### config.mk
export PLATFORM = sky130hd
export DESIGN_NAME = up_down_counter_param
export DESIGN_NICKNAME = d
export VERILOG_FILES = /design/src/rtl/up_down_counter_param.sv
export SDC_FILE = /design/constraint.sdc
export NUM_CORES = 1
export LEC_CHECK = 0
export CAP_MARGIN = 20
export CORE_AREA = 2 2 39 41
export DETAILED_ROUTE_END_ITERATION = 8
export DIE_AREA = 0 0 41 43
export PLACE_DENSITY = 0.61
export SYNTH_ARGS = -nofsm -noshare
export SYNTH_HDL_FRONTEND = slang
export SYNTH_SLANG_ARGS = --single-unit
### constraint.sdc
create_clock -name clk -period 1.6 [get_ports clk]
set_input_delay 0.32 -clock clk [delete_from_list [all_inputs] [get_ports clk]]
set_output_delay 0.32 -clock clk [all_outputs]
set_load 0.01 [all_outputs]
### src/rtl/up_down_counter_param.sv
// up_down_counter_param
// Parametrised up/down counter with clock enable, synchronous parallel load,
// and wrap-or-saturate boundary handling. tc is a combinational terminal
// count in the current direction; wrap is a registered one-cycle pulse for
// each boundary event, suitable for cascading into timers and address
// generators.
//
// Optional feature: define UDC_STICKY_FLAG_EN to add the clr_flag input and
// a registered sticky flag output that latches any wrap event until cleared.
`timescale 1ns/1ps

module up_down_counter_param #(
  parameter int unsigned     WIDTH     = 4,
  parameter longint unsigned MODULUS   = 64'd1 << WIDTH,
  parameter int              SATURATE  = 0,
  parameter longint unsigned RESET_VAL = 0
) (
  input  logic             clk,
  input  logic             reset,
  input  logic             en,
  input  logic             up_down,
  input  logic             load,
  input  logic [WIDTH-1:0] load_val,
`ifdef UDC_STICKY_FLAG_EN
  input  logic             clr_flag,
  output logic             flag,
`endif
  output logic [WIDTH-1:0] q,
  output logic             tc,
  output logic             wrap
);

  // Elaboration-time legality checks; an illegal configuration stops the build.
  if (WIDTH < 1 || WIDTH > 32) begin : g_bad_width
    $fatal(1, "up_down_counter_param: WIDTH=%0d outside 1..32", WIDTH);
  end
  if (MODULUS < 2 || MODULUS > (64'd1 << WIDTH)) begin : g_bad_modulus
    $fatal(1, "up_down_counter_param: MODULUS=%0d outside 2..2**WIDTH", MODULUS);
  end
  if (RESET_VAL > MODULUS - 64'd1) begin : g_bad_reset_val
    $fatal(1, "up_down_counter_param: RESET_VAL=%0d exceeds MODULUS-1", RESET_VAL);
  end

  localparam logic [WIDTH-1:0] MAX     = WIDTH'(MODULUS - 64'd1);
  localparam logic [WIDTH:0]   MAX_EXT = {1'b0, MAX};
  localparam logic [WIDTH-1:0] RST_Q   = WIDTH'(RESET_VAL);
  localparam bit               SAT     = (SATURATE != 0);

  logic [WIDTH-1:0] q_next;
  logic             wrap_next;
  logic [WIDTH:0]   q_inc;
  logic [WIDTH:0]   load_ext;
  logic             at_zero;

  // The increment is done one bit wider so a step past MAX is visible even
  // when MODULUS == 2**WIDTH and the WIDTH-bit sum would silently roll over.
  assign q_inc    = {1'b0, q} + (WIDTH+1)'(1);
  assign load_ext = {1'b0, load_val};
  assign at_zero  = (q == '0);

  assign tc = up_down ? (q == MAX) : at_zero;

  // Next-count and boundary-event decode; priority is load, then enable.
  always_comb begin
    q_next    = q;
    wrap_next = 1'b0;
    if (load) begin
      q_next = (load_ext > MAX_EXT) ? MAX : load_val;
    end else if (en) begin
      if (up_down) begin
        if (q_inc > MAX_EXT) begin
          wrap_next = 1'b1;
          q_next    = SAT ? MAX : '0;
        end else begin
          q_next = q_inc[WIDTH-1:0];
        end
      end else begin
        if (at_zero) begin
          wrap_next = 1'b1;
          q_next    = SAT ? '0 : MAX;
        end else begin
          q_next = q - WIDTH'(1);
        end
      end
    end
  end

  // Count and wrap-pulse registers.
  always_ff @(posedge clk or posedge reset) begin
    if (reset) begin
      q    <= RST_Q;
      wrap <= 1'b0;
    end else begin
      q    <= q_next;
      wrap <= wrap_next;
    end
  end

`ifdef UDC_STICKY_FLAG_EN
  // Sticky boundary flag; a new event on the clearing edge keeps it set.
  always_ff @(posedge clk or posedge reset) begin
    if (reset) begin
      flag <= 1'b0;
    end else begin
      flag <= wrap_next | (flag & ~clr_flag);
    end
  end
`endif

endmodule

==> reports/results.env, run 1 <==
DRV.MAX_CAP_VIOLATION_COUNT=0
REGISTER_TO_REGISTER_SETUP_SLACK_NS=-0.14
WORST_SETUP_HOLD_PATH_CLK_SLEW_NS=0.04
ANTENNA_FOUND_INITIAL=0
AREA.GROWTH.SYNTH_TO_FINAL_PCT=89.3
CRITICAL-PATH-SLOWEST-CELL='dfrtp_2'
FIRST_GLOBAL_VIAS=458
FIN_WS_NS=-0.161
LAYOUT.CELLS.MOST_COMMON_LIST='14 x buf_4, 9 x clkdlybuf4s50_1, 5 x nor2_1, 5 x buf_6, 4 x o21ai_0'
AREA_USED_BY_SEQUENTIAL_LOGIC_IN_THE_LAYOUT_SQ_UM=128
CP_CELL_INSTANCES='inv_2 -> ha_4 -> nor3b_4 -> and2b_1 -> a41o_1 -> buf_2'
LEAKAGEPOWER_uW=0.000398
WORST_SUPPLY_VOLTAGE_DROP_ON_VDD_mV=0.284
GRT_MAX_DEGREE=11
DIEWIDTH_MICRONS=41
HIGHEST-SIGNAL-LAYER='met3'
CORE_AREA_SQ_MM=0.00138
SYNTH_EDF_COUNT=0
DRTANTENNAVIOLNETS=0
CLOCK_SINK_COUNT=5
REG2REG_DEPTH=7
FINAL_COMMON_CELL='buf_4'
YS_FF_LATCH=5
SETUP_VIOL=3
GROUTE.USAGE.OVERALL_PCT=16.6
FINALCOREUTILIZATION_PCT=60.8
YS_TYPES=26
WORSTREG2REGEND='q[2]'
GRT_FIRST_PASS_WIRELENGTH_MICRONS=2010
NUMBER_OF_VIAS_PER_CELL=5.04
MAXSLEWHEADROOM_PCT=81.8
MET2WIRELENGTH_MICRONS=659
CLOCK_TREE.HTREE_LEVEL_COUNT=1
TIMING.RR.START='q[0]'
MULTI_INPUT_AREA_SQ_UM=353
WORST_CLOCK_SKEW_NS=0.00434
HOLD-WORST-SLACK_NS=0.288
DIE_HEIGHT_MICRONS=43
TIMING.CRITICAL_PATH.FROM_TYPE='flop'
WORST-ENDPOINT-REQUIRED_NS=1.28
FINAL_CELLS=103
STD_CELL_ROWS=14
HOLD_BUFFERS=0
LAYOUT.FILLER_CELLS=125
RSZ_0062_RAISED_AFTER_GLOBAL_ROUTING='true'
FMAXACHIEVABLE_GHz=0.568
DPL_WORST_SLACK_NS=-0.505
SYNTHESIS.INSTANCES=53
CTS_TREE='built'
SEQ_AREA_FRAC_SYNTH_PCT=28.2
IO_PINS=15
ROUTEDLENGTHMET1_MICRONS=593
CTS_MADE_BUFFERS=3
CLOCK_LATENCY_NS=0.24
FLOORPLAN.DIE_AREA_SQ_MM=0.00176
ASYNC_FLOP_SHARE_PCT=100
MAX_SLEW.WORST_PIN.SLEW_NS=0.273
RUN_STATUS='complete, but fails checks'
HOLD_VIOL=0
BUFFER_LEVELS_ON_THE_LONGEST_CLOCK_PATH=2
WIRE_PER_INST_MICRONS=12.8
INSERTEDDIODECOUNT=0
SYN-CELL-AREA_SQ_UM=444
DPL.CELL_COUNT=92
CLOCKROOTBUFFER='clkbuf_4'
FINAL-MAX-SLEW-VIOLATION-COUNT=0
PORT_BUFFERS=14
GRT-OVFL-TOTAL=0
CRIT_PATH_END_KIND='output pin'
POWER.DENSITY_CELL_AREA_mW_PER_MM2=758
SHARE_OF_FINAL_LAYOUT_STANDARD_CELLS_STRONGER_THAN_DRIVE_STRENGTH_1_PCT=41.4
POSTSYNTHNETCOUNT=65
WORST-ENDPOINT-ARRIVAL_NS=1.44
POST_SYNTH.CELL_AREA_AVG_SQ_UM=8.38
WORSTSETUPPATHTYPE='flop to output pin'
START_UTIL_PCT=32.1
FIRST_ITER_VIOLATIONS=10
CP_MAX_FO=2
NUMBER_OF_ITERATIONS_IN_THE_FIRST_DETAILED_ROUTING_PASS=4
YOSYS_WARNINGS=0
NUM_VIAS=519
PLACE_CONGESTION=0.811
HPWLAFTERDP_MICRONS=926
HOLDCRITPATHCLASS='input port to asynchronous set/reset pin'
TIMING.FINAL.CRIT_PERIOD_NS=1.76
FAILED_CHECKS='setup timing'
ROUTE.MET3.WL_MICRONS=67
CRITICAL_PATH.MAX_STAGE_DELAY_NS=0.36
FINAL_NETS=100
POST-ROUTE-DRC-COUNT=0
FIN_CRIT_SHARE_PCT=110
POSTROUTEWIRELENGTH_MICRONS=1320
SYNTH_TOP_FLOP_CELL='dfrtp_1'
timing repair:
item / in CTS / in global routing
buffers inserted: 5 / 3
resized for setup: 15 / 11
pin swaps: 2 / 4
setup endpoints to repair: 7 / 7
state kept, by name, summed over array words and instances (netlist names):
register,flops
q,4
wrap,1
where the power goes:
part | leakage [uW] | switching, uW | total (uW) | internal, uW
registers | 0.0000599 | 9.66 | 152 | 142
clock network | 0.0000150 | 49.6 | 144 | 94.1
logic | 0.000323 | 153 | 342 | 189
final cells by class:
cell class	instances	area share, %
Multi-Input combinational cell	41	42.0
Timing Repair Buffer	33	35.6
Sequential cell	5	15.2
Clock buffer	4	3.13
Tap cell	16	2.38
Inverter	4	1.79
through the flow:
| step | TNS [ns] | cell area [sq um] | total power (uW) |
|---|---|---|---|
| floorplan | 0 | 459 | 298 |
| global placement | -0.570 | 691 | 417 |
| detailed placement | -0.638 | 691 | 418 |
| CTS | -0.506 | 790 | 613 |
| global route | -0.590 | 841 | 674 |
| finish | -0.409 | 841 | 638 |
layer usage:
layer  vias to the layer above  track usage [%]
li1                        261                -
met1                       242             22.2
met2                        16             27.2
met3                         0             1.57
met4                         0             4.00
met5                         -                0
cell usage after synthesis (3+ instances only):
library cell	count	area, sq um
o21ai_0	5	25.0
dfrtp_1	5	125
a21oi_1	3	15.0
nor2_1	5	18.8
inv_1	4	15.0
ha_1	3	37.5
cells by family after synthesis:
kind of cell	Yosys count	share of synthesized area (%)
adders and majority gates	3	8.45
xor gates and xnor gates	2	3.94
buffers and inverters	7	7.60
and+or+nand+nor	16	18.9
muxes	1	2.25
DFF	5	28.2
AOI/OAI and AO/OA	19	30.7
critical path, delay by kind of cell (launching register included):
family	cells	cell delay [ns]
flops	1	0.36
compound gates	1	0.19
fa+ha+maj	1	0.16
buf+inv	2	0.19
simple gates	2	0.30
worst max-delay path by stage:
stage,slack (ns),end,cells after the start,from
after CTS,-0.16,tc,6,q[0]
after detailed placement,-0.50,tc,5,up_down
after global routing,-0.20,tc,6,q[0]
after floorplan,0.02,q[1],6,q[1]
after global placement,-0.47,tc,5,up_down
final,-0.16,tc,6,q[0]
No activity file was read; power rests on OpenSTA's default activity.
==> run 2, diff against run 1 <==
--- a/config.mk
+++ b/config.mk
@@ -10,6 +10,7 @@
 export DETAILED_ROUTE_END_ITERATION = 8
 export DIE_AREA = 0 0 41 43
 export PLACE_DENSITY = 0.61
+export SETUP_SLACK_MARGIN = 0.02
 export SYNTH_ARGS = -nofsm -noshare
 export SYNTH_HDL_FRONTEND = slang
 export SYNTH_SLANG_ARGS = --single-unit
==> reports/results.env, run 2 (same netlist as run 1, synthesis figures left out) <==
RUN_STATUS='complete, but fails checks'  # unchanged
FAILED_CHECKS='setup timing'  # unchanged
CLOCKROOTBUFFER='clkbuf_4'  # unchanged
HOLD-WORST-SLACK_NS=0.278  # was 0.288 ns
CTS_TREE='built'  # unchanged
GRTUSAGEMET3_PCT=2.09  # was 1.57%
WORST_CLOCK_SKEW_NS=0.000185  # was 0.00434 ns
POWER.DENSITY_CELL_AREA_mW_PER_MM2=761  # was 758 mW/mm^2
CP_NUM_CELLS=6  # unchanged
CLOCK_SINK_COUNT=5  # unchanged
DRTANTENNAVIOLNETS=0  # unchanged
PWR-SHARE-SEQ_PCT=25.9  # was 23.8%
GRT_MAX_DEGREE=11  # unchanged
SETUP_VIOL=4  # was 3
FINAL_NETS=98  # was 100
TIMING.CRITICAL_PATH.FROM_TYPE='flop'  # unchanged
DIEWIDTH_MICRONS=41  # unchanged
WORST_SETUP_HOLD_PATH_CLK_SLEW_NS=0.04  # about the same
NUM_VIAS=504  # was 519
NUMBER_OF_VIAS_PER_CELL=4.99  # was 5.04
HOLD_BUFFERS=0  # unchanged
POWER.CLOCK.FRACTION_PCT=25.2  # was 22.5%
INSERTEDDIODECOUNT=0  # unchanged
LARGEST_REGISTERS='q x4, wrap x1'  # unchanged
CP.BUFFERS_INVERTERS=2  # unchanged
CLOCK_TREE.HTREE_LEVEL_COUNT=1  # unchanged
ANTENNA_FOUND_INITIAL=0  # unchanged
CLOCK_LATENCY_NS=0.24  # about the same
MAXSLEWHEADROOM_PCT=80.9  # was 81.8%
FIRST_GLOBAL_VIAS=438  # was 458
FIRST_ITER_VIOLATIONS=13  # was 10
REG2REG_DEPTH=7  # unchanged
WORST-ENDPOINT-ARRIVAL_NS=1.44  # about the same
RSZ_0062_RAISED_AFTER_GLOBAL_ROUTING='true'  # unchanged
CP_CELL_INSTANCES='inv_2 -> ha_4 -> nor3b_4 -> and2b_1 -> a41o_1 -> buf_2'  # unchanged
CORE_AREA_SQ_MM=0.00138  # unchanged
CRITICAL-PATH-TOP-DELAY-FAMILY='flip-flops'  # unchanged
LAYOUT.FILLER_CELLS=137  # was 125
WORST_SUPPLY_VOLTAGE_DROP_ON_VDD_mV=0.277  # was 0.284 mV
BUFFER_LEVELS_ON_THE_LONGEST_CLOCK_PATH=2  # unchanged
GRT-OVFL-TOTAL=0  # unchanged
POSTPLACECELLAREA_SQ_UM=683  # was 691 sq um
AREA.GROWTH.SYNTH_TO_FINAL_PCT=72.7  # was 89.3%
GROUTE.USAGE.OVERALL_PCT=15.9  # was 16.6%
WORSTREG2REGEND='q[2]'  # unchanged
TNS_NS=-0.478  # was -0.409 ns
FIN_WS_NS=-0.164  # was -0.161 ns
DIE_HEIGHT_MICRONS=43  # unchanged
GRT_FIRST_PASS_WIRELENGTH_MICRONS=1860  # was 2010 microns
WIRE_PER_INST_MICRONS=12.7  # was 12.8 microns
FIN_CRIT_SHARE_PCT=110  # about the same
FINAL-MAX-SLEW-VIOLATION-COUNT=0  # unchanged
NUMBER_OF_ITERATIONS_IN_THE_FIRST_DETAILED_ROUTING_PASS=4  # unchanged
TIMING.RR.START='q[0]'  # unchanged
LARGEST-REGISTER='q'  # unchanged
PORT_BUFFERS=14  # unchanged
CP_MAX_FO=2  # unchanged
HPWLAFTERDP_MICRONS=955  # was 926 microns
GLOBALROUTEMET1UTIL_PCT=20.5  # was 22.2%
SHARE_OF_FINAL_LAYOUT_STANDARD_CELLS_STRONGER_THAN_DRIVE_STRENGTH_1_PCT=35.3  # was 41.4%
GR-USAGE-MET2_PCT=22.8  # was 27.2%
FINAL_COMMON_CELL='buf_4'  # unchanged
FMAXACHIEVABLE_GHz=0.567  # was 0.568 GHz
CRITICAL_PATH.MAX_STAGE_DELAY_NS=0.36  # about the same
REGISTER_TO_REGISTER_SETUP_SLACK_NS=-0.11  # was -0.14 ns
LEAKAGEPOWER_uW=0.000363  # was 0.000398 uW
MAX_SLEW.WORST_PIN.SLEW_NS=0.286  # was 0.273 ns
TOP_USAGE_LAYER='met2'  # unchanged
LARGEST_REGISTER_FFS=4  # unchanged
POWER_SWITCHING_SHARE_PCT=33.2  # was 33.3%
DRV.MAX_CAP_VIOLATION_COUNT=0  # unchanged
PLACE_CONGESTION=0.852  # was 0.811
WORST-ENDPOINT-REQUIRED_NS=1.28  # about the same
HOLDCRITPATHCLASS='input port to asynchronous set/reset pin'  # unchanged
STD_CELL_ROWS=14  # unchanged
HOLD_VIOL=0  # unchanged
WORSTSETUPPATHTYPE='flop to output pin'  # unchanged
POSTROUTEWIRELENGTH_MICRONS=1290  # was 1320 microns
IO_PINS=15  # unchanged
LAYOUT.CELLS.MOST_COMMON_LIST='17 x buf_4, 9 x clkdlybuf4s50_1, 5 x nor2_1'  # was 14 x buf_4, 9 x clkdlybuf4s50_1, 5 x nor2_1, 5 x buf_6, 4 x o21ai_0
FIN_AREA_SQ_UM=767  # was 841 sq um
INTPOWER_uW=390  # was 425 uW
FLOORPLAN.DIE_AREA_SQ_MM=0.00176  # unchanged
POWER.SWITCHING_uW=194  # was 212 uW
START_UTIL_PCT=32.1  # unchanged
SHARE_COMB_OF_TOTAL_POWER_PCT=48.9  # was 53.6%
TIMING.FINAL.CRIT_PERIOD_NS=1.76  # about the same
CTS_MADE_BUFFERS=3  # unchanged
POST-ROUTE-DRC-COUNT=0  # unchanged
CRITICAL-PATH-SLOWEST-CELL='dfrtp_2'  # unchanged
CRIT_PATH_END_KIND='output pin'  # unchanged
[run 2: what timing repair did]
action,4_1_cts,5_1_grt
gates cloned,0,0
pin swaps,2,3
setup endpoints to repair,8,7
resized for setup,10,3
setup buffers,3,3
[run 2: worst max path at each step]
stage | startpoint | to | slack [ns]
finish | q[0] | tc | -0.16
global placement | up_down | tc | -0.48
CTS | q[0] | tc | -0.18
floorplan | q[0] | q[1] | 0.06
detailed placement | up_down | tc | -0.50
global route | q[0] | tc | -0.23
[run 2: cell type report]
cell class              count  area (sq um)  area share (%)
multi-input cells          41           317            41.3
repair buffers             31           262            34.1
flip-flops and latches      5           128            16.6
clock buffers               4          26.3            3.43
well taps                  16          20.0            2.61
inverters                   4          15.0            1.96
[run 2: routing by layer]
metal  share of wire [%]  routed length (microns)
met1                  43                      549
met3                 4.7                       60
met2                  52                      669
met4                0.62                        8
met5                   0                        0
[run 2: power by group through the flow]
| stage | Sequential, uW | Clock [uW] | Combinational (uW) |
|---|---|---|---|
| 5_1_grt | 152 | 157 | 314 |
| 4_1_cts | 153 | 156 | 264 |
| 2_1_floorplan | 167 | 0 | 132 |
| 3_5_place_dp | 154 | 0 | 260 |
| 6_report | 151 | 147 | 286 |
| 3_3_place_gp | 154 | 0 | 261 |
[run 2: stage by stage]
stage / std cells / utilization (%) / worst slack (ns) / power (uW)
6_report: 101 / 55.4 / -0.164 / 584
2_1_floorplan: 53 / - / 0.0585 / 299
4_1_cts: 98 / 52.8 / -0.176 / 573
5_1_grt: 101 / 55.4 / -0.229 / 623
3_5_place_dp: 91 / 49.4 / -0.498 / 414
3_3_place_gp: 91 / 49.4 / -0.480 / 415
